[config.mk]
export PLATFORM = sky130hd
export DESIGN_NAME = programmable_clock_divider
export DESIGN_NICKNAME = d
export VERILOG_FILES = /design/src/rtl/programmable_clock_divider.sv
export SDC_FILE = /design/constraint.sdc
export NUM_CORES = 1
export LEC_CHECK = 0
export ABC_CLOCK_PERIOD_IN_PS = 5100
export CAP_MARGIN = 25
export CORE_MARGIN = 8
export CORE_UTILIZATION = 57
export DETAILED_ROUTE_END_ITERATION = 10
export GPL_TIMING_DRIVEN = 0
export PLACE_DENSITY = 0.77
export RECOVER_POWER = 25
export REMOVE_ABC_BUFFERS = 1
export SYNTH_ARGS = -nofsm -noshare
export SYNTH_HDL_FRONTEND = slang
export SYNTH_SLANG_ARGS = --single-unit
[constraint.sdc]
create_clock -name clk_in_i -period 5.1 [get_ports clk_in_i]
set_input_delay 0.51 -clock clk_in_i [delete_from_list [all_inputs] [get_ports clk_in_i]]
set_output_delay 0.51 -clock clk_in_i [all_outputs]
set_load 0.05 [all_outputs]
[src/rtl/programmable_clock_divider.sv]
`default_nettype none
// ============================================================================
// Module  : programmable_clock_divider
// Brief   : Runtime-loadable divide-by-N clock divider with tick strobe and
//           period-boundary divisor updates.
// Revision: 1.0 - initial release
// ============================================================================
module programmable_clock_divider #(
  parameter int WIDTH       = 8,
  parameter int DEFAULT_DIV = 50
) (
  input  logic             clk_in_i,
  input  logic             rst_i,
  input  logic             en_i,
  input  logic             load_i,
  input  logic [WIDTH-1:0] div_i,
  output logic             clk_out_o,
  output logic             tick_o,
  output logic             pending_o,
  output logic [WIDTH-1:0] cur_div_o
);

  localparam logic [WIDTH-1:0] C_DEFAULT_DIV = WIDTH'(DEFAULT_DIV);
  localparam logic [WIDTH-1:0] C_MIN_DIV     = WIDTH'(2);
  localparam logic [WIDTH-1:0] C_ONE         = WIDTH'(1);

  logic [WIDTH-1:0] cnt_q, cnt_d;
  logic [WIDTH-1:0] cur_div_q, cur_div_d;
  logic [WIDTH-1:0] pend_div_q, pend_div_d;
  logic             pending_q, pending_d;
  logic             clk_out_q, clk_out_d;
  logic             tick_q, tick_d;

  logic [WIDTH-1:0] div_clamped;
  logic             boundary;
  logic [WIDTH-1:0] next_phase;
  logic [WIDTH:0]   next_half;

  always_comb begin
    div_clamped = (div_i < C_MIN_DIV) ? C_MIN_DIV : div_i;
    boundary    = en_i && (cnt_q == '0);

    cnt_d      = cnt_q;
    cur_div_d  = cur_div_q;
    pend_div_d = pend_div_q;
    pending_d  = pending_q;
    tick_d     = 1'b0;

    if (boundary) begin
      // A load on the boundary edge beats any older pending divisor.
      if (load_i) begin
        cur_div_d = div_clamped;
      end else if (pending_q) begin
        cur_div_d = pend_div_q;
      end
      cnt_d     = cur_div_d - C_ONE;
      pending_d = 1'b0;
    end else begin
      if (en_i) begin
        cnt_d  = cnt_q - C_ONE;
        tick_d = (cnt_d == '0);
      end
      if (load_i) begin
        pend_div_d = div_clamped;
        pending_d  = 1'b1;
      end
    end

    // Output level is derived from the phase being entered, so it is registered.
    next_phase = cur_div_d - C_ONE - cnt_d;
    next_half  = ({1'b0, cur_div_d} + (WIDTH+1)'(1)) >> 1;
    clk_out_d  = ({1'b0, next_phase} < next_half);
  end

  always_ff @(posedge clk_in_i or posedge rst_i) begin
    if (rst_i) begin
      cnt_q      <= C_DEFAULT_DIV - C_ONE;
      cur_div_q  <= C_DEFAULT_DIV;
      pend_div_q <= C_DEFAULT_DIV;
      pending_q  <= 1'b0;
      clk_out_q  <= 1'b1;
      tick_q     <= 1'b0;
    end else begin
      cnt_q      <= cnt_d;
      cur_div_q  <= cur_div_d;
      pend_div_q <= pend_div_d;
      pending_q  <= pending_d;
      clk_out_q  <= clk_out_d;
      tick_q     <= tick_d;
    end
  end

  assign clk_out_o = clk_out_q;
  assign tick_o    = tick_q;
  assign pending_o = pending_q;
  assign cur_div_o = cur_div_q;

endmodule
`default_nettype wire

# Word level (Yosys, flattened, before mapping)
# Index checks and enable logic that the tools add are counted.
[totals]
ff_bits = 27
output_inout_bits = 11
[op_classes]
n_reduce_logical = 5
add_sub_neg = 5
n_lt_le_gt_ge = 2
bitwise_logic = 1
muxes = 11
[op_table]
columns = ["operator", "n"]
rows = [
  ["8-bit two-way mux", 7],
  ["8-bit by 1-bit subtractor with 8-bit output, second input constant", 3],
  ["8-bit logical NOT", 2],
  ["8-bit by 1-bit adder with 9-bit output, second input constant", 1],
  ["8-bit by 2-bit less-than comparator with 1-bit output, second input constant", 1],
  ["8-bit less-than comparator", 1],
  ["8-bit subtractor", 1],
  ["1-bit two-way mux", 4],
  ["2-bit AND reduction", 1],
  ["2-bit nonzero test", 1],
  ["1-bit logical AND", 1],
  ["1-bit NOT", 1],
]

# Logic depth before layout (Yosys ltp)
# Gate-level depths: netlist of the first run.
[logic_depth]
word_depth = 8
mapped_depth = 21
mapped_depth_nobuf = 21

# Worst setup path after synthesis of the first run
# Ideal clock, no wire load.
[synth_path]
path_type = "in2reg"
from = "in load_i"
to = "reg clk_out_q, in the netlist clk_out_o"
cell_stages = 17
arrival_ps = 4111
path_buffers = 2
t_required_ps = 5027
setup_slack_ps = 916
cell_sequence = "clkbuf_1 > clkbuf_1 > mux2_2 > ha_1 > o21ai_0 > inv_1 > ha_1 > a21o_1 > a21oi_1 > o21a_1 > a221o_2 > nand4bb_2 > maj3_2 > a21oi_2 > xnor2_1 > ha_1 > o2bb2ai_1"
[synth_between]
elab_chain_len = 6
[synth_lines]
columns = ["element", "line", "rtl"]
rows = [
  ["start, declared", "15", "input logic load_i,"],
  ["8-bit two-way mux", "51", "if (load_i) begin"],
  ["8-bit two-way mux", "49", "if (boundary) begin"],
  ["8-bit by 1-bit subtractor with 8-bit output", "56", "cnt_d = cur_div_d - C_ONE;"],
  ["8-bit two-way mux", "49", ""],
  ["named net cnt_d[1]", "27", "logic [WIDTH-1:0] cnt_q, cnt_d;"],
  ["8-bit subtractor", "70", "next_phase = cur_div_d - C_ONE - cnt_d;"],
  ["8-bit less-than comparator", "72", "clk_out_d = ({1'b0, next_phase} < next_half);"],
  ["named net clk_out_d", "31", "logic clk_out_q, clk_out_d;"],
  ["end signal, assigned", "88", "clk_out_q <= clk_out_d;"],
  ["end, declared", "31", ""],
]
# The timed path passes the listed nets, and every way through them passes these cells. The select of a mux whose other input is x is not followed.
# A chain may end at the register's enable or synchronous reset.

# Worst setup path after layout of the first run
[layout_path]
from = "in en_i"
to = "reg clk_out_q, in the netlist clk_out_o"
[layout_between]
elab_chain_len = 5
[layout_lines]
columns = ["element", "line", "rtl"]
rows = [
  ["start, declared", "14", "input logic en_i,"],
  ["1-bit logical AND *", "41", "boundary = en_i && (cnt_q == '0);"],
  ["8-bit two-way mux *", "49", ""],
  ["named net cur_div_d[1]", "28", "logic [WIDTH-1:0] cur_div_q, cur_div_d;"],
  ["8-bit by 1-bit subtractor with 8-bit output", "70", ""],
  ["8-bit subtractor", "70", ""],
  ["8-bit less-than comparator *", "72", ""],
  ["named net clk_out_d", "31", ""],
]
# Mark *: on every way through the listed nets, which the timed path passes. The rest lies on a longest branch.

==> results of run 1 <==
[logic make-up after synthesis]
family,Yosys count,synth area share
buf+inv,26,0.0490
xor+xnor,24,0.0958
fa+ha+maj,18,0.104
compound gates,50,0.151
flops,27,0.314
mux,22,0.109
simple gates,72,0.177
[worst max path at each step]
stage | from | end | slack [ns] | depth (start not counted)
after global placement | en_i | clk_out_o$_DFF_PP1_ | -0.32 | 17
after detailed placement | en_i | clk_out_o$_DFF_PP1_ | -0.14 | 19
after floorplan | cnt_q[1]$_DFF_PP0_ | clk_out_o$_DFF_PP1_ | 0.81 | 18
after global routing | cnt_q[1]$_DFF_PP0_ | clk_out_o$_DFF_PP1_ | -0.004 | 20
after CTS | en_i | clk_out_o$_DFF_PP1_ | 0.14 | 18
final | en_i | clk_out_o$_DFF_PP1_ | 0.36 | 19
[flip-flops by register name (all words and copies together), names as in the netlist]
name	count
clk_out_o	1
cnt_q	8
pending_o	1
tick_o	1
pend_div_q	8
cur_div_o	8
[worst max-delay path, stage by stage]
cell,delay (ns)
clkdlybuf4s50_1,0.60
and4bb_2,0.30
nand2_1,0.12
nor3_2,0.40
buf_2,0.27
mux2i_1,0.36
inv_1,0.16
ha_1,0.31
a21o_1,0.15
a21oi_1,0.31
o21a_1,0.16
a221o_2,0.11
nand4bb_2,0.15
maj3_2,0.34
a21oi_2,0.15
xnor2_1,0.08
ha_1,0.22
nor2_1,0.11
o2bb2ai_1,0.13
[per-layer routing]
layer  up-vias  global-route usage
met5         -                   0
met2        32               0.259
met4         0              0.0574
met1       804               0.231
li1        891                   -
met3         6              0.0137
[final cells by class]
class,instances,share of cell area
clock buffer,3,0.0165
clock inverter,1,0.00200
inverter,20,0.0300
multi-input combinational,186,0.561
sequential,27,0.275
tap,48,0.0240
timing repair buffer,24,0.0915
[cell usage after synthesis, drive strengths merged (2+ instances only)]
cell type	count	area, sq um
nor2b	3	18.8
nor3	4	20.0
o211ai	2	15.0
ha	15	188
nand2b	3	18.8
maj3	2	21.3
nor3b	3	22.5
o21ai	12	60.1
mux2	12	135
xnor2	15	131
a31oi	2	12.5
o21a	2	15.0
mux2i	10	104
a21oi	15	78.8
nand2	15	56.3
clkbuf	3	11.3
dfrtp	17	425
nor2	23	86.3
inv	20	75.1
o31ai	2	15.0
dfstp	10	263
nand3	8	45.0
nand4	2	12.5
buf	3	21.3
xor2	9	78.8
a21o	5	37.5
[repair_timing]
action                                  in CTS  in global routing
resized for setup                            0                  2
endpoints found under the setup margin       0                  1
hold buffers                                 0                  0
buffers inserted                             0                  0
[per-stage QoR]
| step | instances | hold slack (ns) |
|---|---|---|
| global route | 309 | 0.525 |
| CTS | 309 | 0.518 |
| floorplan | 233 | 0.464 |
| global placement | 303 | 0.488 |
| detailed placement | 305 | 0.496 |
| finish | 309 | 0.511 |
[power by group through the flow]
stage                     Combinational, mW  Clock, mW  Sequential, mW
after global routing                   1.04      0.135           0.398
after detailed placement              0.915          0           0.388
after CTS                             0.924      0.127           0.384
after global placement                0.893          0           0.386
final                                 0.918      0.124           0.386
after floorplan                       0.620          0           0.463
==> results.md, run 1 <==
- Worst slew pin tran: 0.904 ns
- Routed Antenna Nets: 0
- Min setup slack post-route: 0.359 ns
- Fin area: 0.00250 sq mm
- Worst Path Arrival: 4.95 ns
- Count of final setup violators: 0
- Initial DRC Count: 77
- H-Tree Depth: 1
- Die height: 78.1 um
- Flop pwr share: 0.270
- Final period util: 0.930
- Critical path peak fanout: 7
- Hold Vio Cnt, Final: 0
- Static leakage: 1.11 nW
- Largest net degree at the start of global routing: 25
- Num CTS Buffers: 3
- IO Pins: 23
- Synth Register Bits: 27
- Drt first pass iters: 4
- Synthesized instance count: 239
- CTS root buf: clkbuf_8
- Synth-to-layout area growth: 14.0%
- R2R depth: 20
- Pwr Total: 1.43 mW
- CTS sink count: 27
- Total gr overflow: 0
- Fillers: 311
- CTS tree: yes
- DRC viols: 0
- Internal cell power: 0.762 mW
- FF+latch area: 688 sq um
- Final core occ: 0.678
- Met2 wire length: 2.22 mm
- Reg2Reg Launch Point: cnt_q[1]$_DFF_PP0_
- Cell Rows: 22
- Final HPWL from detailed placement: 3.86 mm
- Setup TNS: 0 ns
- Net Sw Frac: 0.466
- Met1 wire length: 2.40 mm
- Status: finished clean
- Slew Limit Fails: 0
- Clock Path Buffers: 2
- Fmax: 211 MHz
- Layout net count: 290
- Post-synth EDFFs: 0
- Max_cap viols: 0
- Clk slew on worst S/H paths: 0.10 ns
- Hold WC Path Type: reg2reg
- Commonest non-fill, non-tap cell in the layout: nor2_1
- R2r endpoint: clk_out_o$_DFF_PP1_
- Diode count: 0
- Highest metal used: met4
- Die footprint: 0.00609 sq mm
- Worst IR Drop VDD: 0.383 mV
- Sequential share of the synthesized area: 0.314
- Worst setup SP type: input port
- Final wirelength: 4.85 mm
- Syn avg cell area: 9.18 sq um
- Critical Path Sink Type: flip-flop
- Multi-input logic area: 0.00140 sq mm
- Clk_lat worst skew: 0.27 ns
- Number of global-route vias before repair: 1713
- WL met3: 157 um
- Fin crit period: 4.74 ns
- P_sw: 0.666 mW
- Synthesized area: 0.00219 sq mm
- HP Start: pend_div_q[2]$_DFFE_PP0P_
- Post-synthesis cell type count: 55
- GPL Wtd Cong: 0.818
- Max-Slew Margin vs Limit: 0.397
- Placed Area: 0.00247 sq mm
- Gr usage total: 0.165
- Clock Power Share: 0.087
- Ys async rst share: 1.00
- Vias per cell: 5.61
- Initial antenna violation count: 0
- Critical path class: in2reg
- PortBufs: 22
- Share of layout cells above drive strength 1: 0.142
- Total power divided by cell area: 571 mW/mm^2
- First-pass GRT wire length: 8.27 mm
- Worst Hold Depth: 1
- Synth Warn #: 0
- Pre-CTS WS: -0.138 ns
- Core Box Area: 0.00369 sq mm
- Final Skew: 0.00430 ns
- Comb power frac: 0.643
- Die width: 78.1 um
- DR vias: 1733
- Most common flop cell mapped by yosys: dfrtp_1
- Starting Density: 0.595
- Routed len/inst: 15.7 um
- Worst hold endpoint: pend_div_q[2]$_DFFE_PP0P_
- Commonest non-fill, non-tap cells in the layout: nor2_1 (23), clkdlybuf4s50_1 (21), inv_1 (20)
- Flop-to-flop setup slack: 0.41 ns
- Required time worst endpoint: 5.31 ns
Power figures use the tool's default switching activity.
==> inputs of run 2 (changes only) <==
- GPL_TIMING_DRIVEN: 0 -> not set
- SKIP_CTS_REPAIR_TIMING: not set -> 1
==> results.md, run 2 (synthesized netlist as in run 1, its figures left out) <==
- Die footprint: 0.00609 sq mm (unchanged)
- Critical Path Sink Type: flip-flop
- Final period util: 0.888 (-0.0416)
- HP Start: pend_div_q[2]$_DFFE_PP0P_
- Share of layout cells above drive strength 1: 0.151 (+0.00918)
- Worst IR Drop VDD: 0.369 mV (-3.8%)
- H-Tree Depth: 1 (unchanged)
- Die width: 78.1 um (unchanged)
- Flop-to-flop setup slack: 0.74 ns (+0.33 ns)
- Fillers: 320 (+2.9%)
- Setup TNS: 0 ns (unchanged)
- IO Pins: 23 (unchanged)
- Worst Path Arrival: 4.75 ns (-0.20 ns)
- Diode count: 0 (unchanged)
- Total gr overflow: 0 (unchanged)
- WL met3: 144 um (-8.3%)
- Clock Path Buffers: 2 (unchanged)
- Die height: 78.1 um (unchanged)
- Commonest non-fill, non-tap cells in the layout: nor2_1 (23), clkdlybuf4s50_1 (21), inv_1 (20)
- Met1 wire length: 2.44 mm (+2.0%)
- Worst Hold Depth: 1 (unchanged)
- Worst setup SP type: input port
- Fin crit period: 4.53 ns (-0.212 ns)
- Met2 wire length: 2.30 mm (+3.5%)
- Min setup slack post-route: 0.572 ns (+0.212 ns)
- Routed len/inst: 15.9 um (+1.2%)
- WHS: 0.514 ns (+0.00265 ns)
- DRC viols: 0 (unchanged)
- Synth-to-layout area growth: 15.3%
- Required time worst endpoint: 5.32 ns (about the same)
- Cell Rows: 22 (unchanged)
- Total power divided by cell area: 569 mW/mm^2 (-0.28%)
- Number of global-route vias before repair: 1705 (-0.47%)
- Worst path most repeated cell: ha_1
- Cells along the critical path: clkdlybuf4s50_1 > or4_4 > o21bai_1 > nand2_1 > o21ai_0 > inv_1 > ha_1 > xnor2_1 > nor2_1 > nor2_1 > inv_1 > ha_1 > a21oi_1 > maj3_1 > a21oi_1 > a2111oi_0 > o21ai_1 > xor2_1 > ha_1 > o21ai_0 > o2bb2ai_1
- Final Skew: 0.00555 ns (+0.00125 ns)
- Pwr Total: 1.44 mW (+0.82%)
- Status: finished clean
- Critical-path top delay cell: or4_4
- DR vias: 1766 (+1.9%)
- Layout net count: 294 (+1.4%)
- Highest metal used: met4
- Largest net degree at the start of global routing: 18 (-28%)
- Max-Slew Margin vs Limit: 0.457 (+0.0596)
- Hold Vio Cnt, Final: 0 (unchanged)
- GPL Wtd Cong: 0.889 (+8.7%)
- Vias per cell: 5.64 (+0.60%)
- Critical path class: in2reg
- Max stage delay on crit path: 0.55 ns (-0.05 ns)
- R2r endpoint: clk_out_o$_DFF_PP1_
- Slew Limit Fails: 0 (unchanged)
- Gr usage total: 0.172 (+0.00723)
- R2R depth: 19 (-5.0%)
- Worst slew pin tran: 0.815 ns (-0.0893 ns)
- Commonest non-fill, non-tap cell in the layout: nor2_1
- Starting Density: 0.595 (unchanged)
- Final wirelength: 4.97 mm (+2.5%)
- Routed Antenna Nets: 0 (unchanged)
- Fmax: 221 MHz (+4.7%)
- Initial DRC Count: 88 (+14%)
- First-pass GRT wire length: 8.59 mm (+3.8%)
- Drt first pass iters: 4 (unchanged)
- Final HPWL from detailed placement: 3.97 mm (+2.8%)
- Core Box Area: 0.00369 sq mm (unchanged)
- Reg2Reg Launch Point: cnt_q[1]$_DFF_PP0_
- CTS sink count: 27 (unchanged)
- Worst hold endpoint: pend_div_q[2]$_DFFE_PP0P_
- Static leakage: 1.13 nW (+1.4%)
- FF+latch area: 688 sq um (unchanged)
- Pre-CTS WS: 0.277 ns (+0.415 ns)
- Clk slew on worst S/H paths: 0.10 ns (about the same)
- Max_cap viols: 0 (unchanged)
- Multi-input logic area: 0.00140 sq mm (-0.36%)
- Clk_lat worst skew: 0.28 ns (about the same)
- Critical path peak fanout: 3 (-4)
- Unrepaired setup endpoints after global routing: no
- PortBufs: 22 (unchanged)
- CTS tree: yes
- Initial antenna violation count: 0 (unchanged)
- Num CTS Buffers: 3 (unchanged)
- Count of final setup violators: 0 (unchanged)
- CTS root buf: clkbuf_8
- Hold WC Path Type: reg2reg
==> run 2: changes by cell type in the layout (fill, tap and decap cells not counted), sizes merged <==
cell / change
buf: +4
==> run 2: worst max path at each step <==
| stage | slack, ns | from | cells past startpoint | to |
|---|---|---|---|---|
| 5_1_grt | 0.23 | div_i[7] | 21 | clk_out_o$_DFF_PP1_ |
| 2_1_floorplan | 0.81 | cnt_q[1]$_DFF_PP0_ | 18 | clk_out_o$_DFF_PP1_ |
| 3_5_place_dp | 0.28 | div_i[7] | 21 | clk_out_o$_DFF_PP1_ |
| 6_report | 0.57 | div_i[7] | 21 | clk_out_o$_DFF_PP1_ |
| 3_3_place_gp | 0.37 | div_i[7] | 20 | clk_out_o$_DFF_PP1_ |
| 4_1_cts | 0.57 | div_i[7] | 21 | clk_out_o$_DFF_PP1_ |
==> run 2: final cells by class <==
type,instances,area share
flip-flops and latches,27,0.272
clock buffers,3,0.0163
well taps,48,0.0237
multi-input cells,186,0.553
clock inverters,1,0.00198
inverters,20,0.0297
repair buffers,28,0.103
==> run 2: power by group <==
group	internal (mW)	switching, mW	leakage [nW]
combinational	0.412	0.517	0.791
clock	0.0550	0.0730	0.0255
sequential	0.303	0.0797	0.314
total	0.770	0.670	1.13
==> run 2: per-layer routing <==
metal / global-route usage / vias to the layer above
met3: 0.0182 / 7
met4: 0.0611 / 0
met5: 0 / -
met2: 0.273 / 30
met1: 0.237 / 834
li1: - / 895
==> run 2: stage by stage <==
stage | cell area [sq um] | utilization | cells
after detailed placement | 2510 | 0.680 | 309
after CTS | 2550 | 0.692 | 313
after floorplan | 2160 | - | 233
after global routing | 2530 | 0.686 | 313
after global placement | 2480 | 0.672 | 308
final | 2530 | 0.686 | 313
==> run 2: worst max-delay path: cells and delay by family <==
kind,cells,cell delay [ns]
and+or+nand+nor,4,0.82
buffers and inverters,3,0.62
adders and majority gates,4,1.08
xor gates and xnor gates,2,0.34
AOI/OAI and AO/OA,8,1.39
==> inputs of run 3 (changes only) <==
- MAX_ROUTING_LAYER: not set -> met4
==> results.md, run 3 (synthesized netlist as in run 1, its figures left out) <==
- Status: finished clean
- Non-Filler Instances: 313 (unchanged)
- WHS: 0.514 ns (-0.0000500 ns)
- Placed Instances: 309 (unchanged)
- Starting Density: 0.595 (unchanged)
- Worst Path Arrival: 4.74 ns (about the same)
- Number of global-route vias before repair: 1709 (+0.23%)
- Count of final setup violators: 0 (unchanged)
- GPL Wtd Cong: 0.904 (+1.7%)
- Worst slew pin tran: 0.826 ns (+0.0109 ns)
- Crit-path leading delay family: compound AO/OA/AOI/OAI gates
- Final Skew: 0.00741 ns (+0.00187 ns)
- Clock Path Buffers: 2 (unchanged)
- Drt first pass iters: 4 (unchanged)
- Synth-to-layout area growth: 15.3% (unchanged)
- Total power divided by cell area: 570 mW/mm^2 (about the same)
- Worst IR Drop VDD: 0.369 mV (about the same)
- Critical path peak fanout: 4 (+1)
- FF+latch area: 688 sq um (unchanged)
- Slew Limit Fails: 0 (unchanged)
- Vias per cell: 5.66 (+0.40%)
- Multi-input logic area: 0.00140 sq mm (unchanged)
- Critical Path Sink Type: flip-flop
- Max_cap viols: 0 (unchanged)
- Critical-path top delay cell: or4_4
- Cells along the critical path: clkdlybuf4s50_1 > or4_4 > o21bai_1 > nand2_1 > o21ai_0 > inv_1 > ha_1 > o21ai_0 > inv_1 > ha_1 > a21o_1 > a21oi_1 > o21a_1 > a221o_2 > nand4bb_2 > maj3_2 > a21oi_2 > xnor2_1 > ha_1 > o2bb2ai_1
- Fin crit period: 4.52 ns (-0.00757 ns)
- Layout net count: 294 (unchanged)
- Hold WC Path Type: reg2reg
- Largest net degree at the start of global routing: 18 (unchanged)
- DRC viols: 0 (unchanged)
- Initial antenna violation count: 0 (unchanged)
- WP buf/inv: 3 (unchanged)
- Routed len/inst: 15.8 um (-0.14%)
- Commonest non-fill, non-tap cell in the layout: nor2_1
- Final period util: 0.886 (-0.00148)
- Fmax: 221 MHz (+0.17%)
- Critical path class: in2reg
- CTS root buf: clkbuf_8
- Max-Slew Margin vs Limit: 0.450 (-0.00727)
- DR vias: 1773 (+0.40%)
- Fillers: 320 (unchanged)
- Num CTS Buffers: 3 (unchanged)
- Clk_lat worst skew: 0.28 ns (about the same)
- Worst path most repeated cell: ha_1
- Final wirelength: 4.96 mm (-0.14%)
- Die height: 78.1 um (unchanged)
- Final HPWL from detailed placement: 3.97 mm (unchanged)
- Unrepaired setup endpoints after global routing: no
- Routed Antenna Nets: 0 (unchanged)
- Cell Rows: 22 (unchanged)
- CTS sink count: 27 (unchanged)
- Gr usage total: 0.177 (+0.00531)
- First-pass GRT wire length: 8.59 mm (unchanged)
- Clk slew on worst S/H paths: 0.10 ns (about the same)
- Diode count: 0 (unchanged)
- Initial DRC Count: 91 (+3.4%)
- Setup TNS: 0 ns (unchanged)
- PortBufs: 22 (unchanged)
- H-Tree Depth: 1 (unchanged)
- Share of layout cells above drive strength 1: 0.151 (unchanged)
- Pwr Total: 1.44 mW (about the same)
- Commonest non-fill, non-tap cells in the layout: nor2_1 (23), clkdlybuf4s50_1 (21), inv_1 (20)
- Die footprint: 0.00609 sq mm (unchanged)
- Max stage delay on crit path: 0.55 ns (about the same)
- IO Pins: 23 (unchanged)
- Die width: 78.1 um (unchanged)
- Required time worst endpoint: 5.32 ns (about the same)
- Total gr overflow: 0 (unchanged)
- CTS tree: yes
- Core Box Area: 0.00369 sq mm (unchanged)
- Hold Vio Cnt, Final: 0 (unchanged)
- Worst setup SP type: input port
- Static leakage: 1.13 nW (unchanged)
## run 3: cell counts in the layout (fill, tap and decap cells not counted)
No cell type changed its count.
## run 3: final timing paths
kind	startpoint	endpoint	slack [ns]	cells past startpoint
min reg2reg	pend_div_q[2]$_DFFE_PP0P_	pend_div_q[2]$_DFFE_PP0P_	0.51	1
max in group asynchronous	rst_i	cnt_q[1]$_DFF_PP0_	3.31	3
max	div_i[7]	clk_out_o$_DFF_PP1_	0.58	20
max reg2reg	cnt_q[1]$_DFF_PP0_	clk_out_o$_DFF_PP1_	0.76	19
min	pend_div_q[2]$_DFFE_PP0P_	pend_div_q[2]$_DFFE_PP0P_	0.51	1
min in group asynchronous	rst_i	pending_o$_DFFE_PP0P_	0.68	2
## run 3: cell type report
cell class,instances,area share
well taps,48,0.0237
repair buffers,28,0.103
clock inverters,1,0.00198
flip-flops and latches,27,0.272
inverters,20,0.0297
clock buffers,3,0.0163
multi-input cells,186,0.553
## run 3: metal layers
layer	GRT usage	routed length (um)
met3	0.0182	146
met5	-	0
met4	0.0611	80
met1	0.237	2410
met2	0.273	2330
## run 3: metrics by stage
| step | setup slack, ns | util | cell area, sq um |
|---|---|---|---|
| 2_1_floorplan | 0.807 | - | 2160 |
| 3_3_place_gp | 0.368 | 0.672 | 2480 |
| 3_5_place_dp | 0.277 | 0.680 | 2510 |
| 4_1_cts | 0.571 | 0.692 | 2550 |
| 5_1_grt | 0.229 | 0.686 | 2530 |
| 6_report | 0.579 | 0.686 | 2530 |
## run 3: power breakdown
group          switching, mW  internal (mW)
Sequential            0.0796          0.303
Clock                 0.0739         0.0550
Combinational          0.517          0.412
